## src/rtl/sum_display.sv

```systemverilog
`default_nettype none
// ============================================================================
//  Module   : sum_display
//  Purpose  : Captures a 5-bit adder result and drives it as a two-digit
//             multiplexed active-low 7-segment display with tens blanking.
//  Revision : 1.0
// ============================================================================
module sum_display #(
    parameter int REFRESH_DIV = 4
) (
    input  logic       clk,
    input  logic       rst,
    input  logic       load,
    input  logic       co,
    input  logic [3:0] zi,
    output logic [6:0] seg,
    output logic [1:0] an,
    output logic       valid,
    output logic       ovf
);

    localparam int                 c_cnt_w   = (REFRESH_DIV > 2) ? $clog2(REFRESH_DIV) : 1;
    localparam logic [c_cnt_w-1:0] c_cnt_max = c_cnt_w'(REFRESH_DIV - 1);
    localparam logic [c_cnt_w-1:0] c_cnt_one = c_cnt_w'(1);
    localparam logic [6:0]         c_blank   = 7'h7F;

    logic [4:0]         val_q,   val_d;
    logic               valid_q, valid_d;
    logic               ovf_q,   ovf_d;
    logic [c_cnt_w-1:0] cnt_q,   cnt_d;
    logic               sel_q,   sel_d;
    logic [6:0]         seg_q,   seg_d;
    logic [1:0]         an_q,    an_d;
    logic               cnt_wrap;
    logic [1:0]         tens;
    logic [3:0]         units;

    function automatic logic [6:0] seg_code(input logic [3:0] digit);
        case (digit)
            4'd0:    seg_code = 7'h40;
            4'd1:    seg_code = 7'h79;
            4'd2:    seg_code = 7'h24;
            4'd3:    seg_code = 7'h30;
            4'd4:    seg_code = 7'h19;
            4'd5:    seg_code = 7'h12;
            4'd6:    seg_code = 7'h02;
            4'd7:    seg_code = 7'h78;
            4'd8:    seg_code = 7'h00;
            4'd9:    seg_code = 7'h10;
            default: seg_code = c_blank;
        endcase
    endfunction

    always_comb begin
        val_d   = val_q;
        valid_d = valid_q;
        ovf_d   = ovf_q;
        if (load) begin
            val_d   = {co, zi};
            valid_d = 1'b1;
            ovf_d   = co;
        end

        cnt_wrap = (cnt_q == c_cnt_max);
        cnt_d    = cnt_wrap ? '0 : cnt_q + c_cnt_one;
        sel_d    = sel_q ^ cnt_wrap;

        // Value never exceeds 31, so a compare chain replaces a divider.
        if (val_q >= 5'd30) begin
            tens  = 2'd3;
            units = 4'(val_q - 5'd30);
        end else if (val_q >= 5'd20) begin
            tens  = 2'd2;
            units = 4'(val_q - 5'd20);
        end else if (val_q >= 5'd10) begin
            tens  = 2'd1;
            units = 4'(val_q - 5'd10);
        end else begin
            tens  = 2'd0;
            units = val_q[3:0];
        end

        an_d  = 2'b11;
        seg_d = c_blank;
        if (valid_q) begin
            if (!sel_q) begin
                an_d  = 2'b10;
                seg_d = seg_code(units);
            end else if (tens != 2'd0) begin
                an_d  = 2'b01;
                seg_d = seg_code({2'b00, tens});
            end
        end
    end

    always_ff @(posedge clk or posedge rst) begin
        if (rst) begin
            val_q   <= '0;
            valid_q <= 1'b0;
            ovf_q   <= 1'b0;
            cnt_q   <= '0;
            sel_q   <= 1'b0;
            seg_q   <= c_blank;
            an_q    <= 2'b11;
        end else begin
            val_q   <= val_d;
            valid_q <= valid_d;
            ovf_q   <= ovf_d;
            cnt_q   <= cnt_d;
            sel_q   <= sel_d;
            seg_q   <= seg_d;
            an_q    <= an_d;
        end
    end

    assign seg   = seg_q;
    assign an    = an_q;
    assign valid = valid_q;
    assign ovf   = ovf_q;

endmodule
`default_nettype wire

```

## config.mk

```make
export PLATFORM = sky130hd
export DESIGN_NAME = sum_display
export DESIGN_NICKNAME = d
export VERILOG_FILES = /design/src/rtl/sum_display.sv
export SDC_FILE = /design/constraint.sdc
export NUM_CORES = 1
export LEC_CHECK = 0
export BUFFER_PORTS_ARGS = -buffer_cell sky130_fd_sc_hd__buf_2
export CAP_MARGIN = 20
export CORE_MARGIN = 8
export CORE_UTILIZATION = 49
export DETAILED_ROUTE_END_ITERATION = 16
export PLACE_DENSITY = 0.75
export SYNTH_ARGS = -nofsm -noshare
export SYNTH_HDL_FRONTEND = slang
export SYNTH_SLANG_ARGS = --single-unit
```

## constraint.sdc

```tcl
create_clock -name clk -period 2.4 [get_ports clk]
set_input_delay 0.48 -clock clk [delete_from_list [all_inputs] [get_ports clk]]
set_output_delay 0.48 -clock clk [all_outputs]
set_load 0.05 [all_outputs]
```

==> out/qor.json <==
{
  "met3RoutedLength": {"value": 152, "unit": "µm"},
  "wire_per_inst": {"value": 15.0, "unit": "µm"},
  "multi_input_logic_area": {"value": 599, "unit": "µm²"},
  "worst_setup_path_end_kind": {"value": "register"},
  "dr.max_layer_used": {"value": "met4"},
  "mostFrequentLayoutCell": {"value": "buf_2"},
  "timing.final.crit_share": {"value": 94.5, "unit": "%"},
  "yosys_warnings": {"value": 0},
  "pins_over_their_slew_limit": {"value": 0},
  "routed-via-count": {"value": 928},
  "synth.ff_latch_count": {"value": 18},
  "detailed_routing_iteration_count_for_the_pre_antenna_repair_pass": {"value": 4},
  "hp-class": {"value": "in -> async"},
  "fin_area": {"value": 1300, "unit": "µm²"},
  "syn-mean-instance-area": {"value": 9.89, "unit": "µm²"},
  "cts_tree": {"value": "done"},
  "critPathSlowestCell": {"value": "dfrtp_2"},
  "timing.setup.tns": {"value": 0, "unit": "ns"},
  "number_of_global_route_vias_before_repair": {"value": 954},
  "regToRegStartpoint": {"value": "val_q[1]"},
  "timing.final.hold_violations": {"value": 0},
  "fp.dieW": {"value": 63.3, "unit": "µm"},
  "final_core_utilization": {"value": 60.1, "unit": "%"},
  "grt_overflow_total": {"value": 0},
  "die_height": {"value": 63.3, "unit": "µm"},
  "layout.nets": {"value": 153},
  "fmax": {"value": 0.441, "unit": "GHz"},
  "worst_slew_slack_as_a_fraction_of_its_limit": {"value": 56.2, "unit": "%"},
  "main_flop_type_after_synthesis": {"value": "dfstp_2"},
  "grt_max_degree": {"value": 19},
  "max_slew.worst_pin.slew": {"value": 0.657, "unit": "ns"},
  "final_setup_violations": {"value": 0},
  "drc": {"value": 0},
  "detailedPlacementHpwl": {"value": 1840, "unit": "µm"},
  "dpl-instance-area": {"value": 1260, "unit": "µm²"},
  "fin_ws": {"value": 0.131, "unit": "ns"},
  "fill_cells": {"value": 193},
  "grt_pass1_wl": {"value": 4330, "unit": "µm"},
  "globalRouteTotalUtil": {"value": 13.2, "unit": "%"},
  "met1_length": {"value": 1120, "unit": "µm"},
  "clock_tree.root_cell": {"value": "clkbuf_4"},
  "synth_instances": {"value": 111},
  "worstSkewPairLatency": {"value": 0.32, "unit": "ns"},
  "critPathMaxFanout": {"value": 8},
  "post_drt_via_cell_ratio": {"value": 5.66},
  "number_of_antenna_repair_diodes": {"value": 0},
  "antenna_found_initial": {"value": 0},
  "ant_nets_after_route": {"value": 0},
  "timing.hold.ws": {"value": 0.226, "unit": "ns"},
  "synth-edff-count": {"value": 0},
  "synthesis.area": {"value": 1100, "unit": "µm²"},
  "cts_made_buffers": {"value": 3},
  "routed-wl-met2": {"value": 1120, "unit": "µm"},
  "timing.critical_path.required": {"value": 2.61, "unit": "ns"},
  "critical_path_class": {"value": "reg -> reg"},
  "status": {"value": "finished, final reports clean"},
  "ys_async_sr_fraction": {"value": 100, "unit": "%"},
  "worst_reg2reg_endpoint": {"value": "seg[2]"},
  "clock_tree.htree_level_count": {"value": 1},
  "ios": {"value": 19},
  "dieArea": {"value": 4010, "unit": "µm²"},
  "seq_area": {"value": 464, "unit": "µm²"},
  "sequential_share_of_the_synthesized_area": {"value": 42.1, "unit": "%"},
  "fp-row-count": {"value": 17},
  "cts.hold.buffers_added": {"value": 0},
  "finalClockSkew": {"value": 0.0213, "unit": "ns"},
  "drv_cap": {"value": 0},
  "max_stage_delay": {"value": 0.44, "unit": "ns"},
  "post_synth_num_cell_types": {"value": 42},
  "worst-r2r-setup-slack": {"value": 0.13, "unit": "ns"},
  "postSynthNetCount": {"value": 127},
  "worst_setup_path_start_kind": {"value": "register"},
  "layout-area-overhead-vs-synth": {"value": 18.8, "unit": "%"},
  "layout-drive-gt1-share": {"value": 36.0, "unit": "%"},
  "cp_cell_sequence": {"value": "inv_1, ha_1, and2b_1, o31a_1, a21oi_1, a32o_1, o21ai_0, a32oi_1"},
  "floorplan.initialDensity": {"value": 50.6, "unit": "%"},
  "drt_iter0_drc": {"value": 37},
  "final_cell_count_no_fill": {"value": 164},
  "cp_data_arrival_time": {"value": 2.48, "unit": "ns"},
  "number_of_i_o_port_buffers": {"value": 18},
  "cts_sinks": {"value": 18},
  "max-vdd-ir-drop": {"value": 0.000461, "unit": "V"},
  "total_power": {"value": 1.07, "unit": "mW"},
  "min_period": {"value": 2.27, "unit": "ns"},
  "coreArea": {"value": 2170, "unit": "µm²"},
  "rsz0062_at_grt": {"value": "false"},
  "dpl_worst_slack": {"value": 0.0654, "unit": "ns"},
  "route.final.wire_length": {"value": 2460, "unit": "µm"},
  "reg2regPathDepth": {"value": 8},
  "max-clock-path-buffers": {"value": 2},
  "gp_congestion": {"value": 0.928},
  "leakagePower": {"value": 0.605, "unit": "nW"},
  "clk_transition_reported_paths": {"value": 0.13, "unit": "ns"},
  "dpl.cell_count": {"value": 160},
  "power-per-cell-area": {"value": 819, "unit": "nW/µm²"},
  "mostFrequentLayoutCells": {"value": "buf_2 (18), nand2_1 (9), dfstp_2 (9)"}
}
## metal layers
layer	GRT usage, %	vias to the layer above
met5	0	-
met4	8.08	0
met3	3.89	8
met2	20.5	37
met1	15.6	427
li1	-	456
## flip-flops by register name, summed over array words and instances, names as in the netlist
name / count
cnt_q: 2
val_q: 5
seg: 7
valid: 1
an: 2
sel_q: 1
## worst max-delay path: cells and delay by family, from the launching register on
kind            cells  cell delay [ns]
fa+ha+maj           1             0.22
simple gates        1             0.18
compound gates      5             1.22
buf+inv             1             0.10
flops               1             0.44
## logic make-up after synthesis
logic type | share of synthesized area [%]
compound gates | 22.9
xor+xnor | 2.39
fa+ha+maj | 9.12
buf+inv | 4.10
flops | 42.1
mux | 4.68
simple gates | 14.7
## where the power goes
group	leakage [nW]	switching (mW)	total [mW]	internal (mW)
Sequential	0.199	0.0223	0.401	0.379
Combinational	0.385	0.314	0.465	0.151
Clock	0.0210	0.109	0.201	0.0928
## area by class of cell
type	instances	share of cell area (%)
Sequential cell	18	35.6
Tap cell	28	2.69
Inverter	9	2.59
Clock buffer	4	2.78
Timing Repair Buffer	24	10.4
Multi-Input combinational cell	81	46.0
## how the worst max path moves through the flow
stage,startpoint,end,slack [ns],cells past startpoint
detailed placement,val_q[2],seg[6],0.07,9
global route,val_q[1],seg[3],0.001,8
floorplan,val_q[4],seg[6],0.05,8
CTS,val_q[2],seg[6],0.04,9
global placement,val_q[2],seg[6],0.12,9
finish,val_q[1],seg[2],0.13,8
## cell usage after synthesis, drive strengths merged (2+ instances only)
cell	count	area [µm²]
ha	8	100
o21ai	8	40.0
o21a	2	15.0
a21oi	6	30.0
nand2b	2	12.5
nand3	2	10.0
o211ai	2	15.0
dfstp	9	236
clkbuf	3	11.3
o22ai	2	18.8
mux2	3	41.3
or2	2	12.5
nor2	4	15.0
nor3	4	20.0
a32oi	2	17.5
o311ai	2	25.0
dfrtp	9	225
nand2	9	33.8
a211oi	2	15.0
and2	2	15.0
xor2	2	17.5
inv	9	33.8
o31a	3	26.3
## timing repair
| item | in CTS | in global routing |
|---|---|---|
| gates resized for setup | 0 | 5 |
| setup endpoints to repair | 0 | 7 |
| buffers inserted | 0 | 0 |
Power figures use the tool's default switching activity.
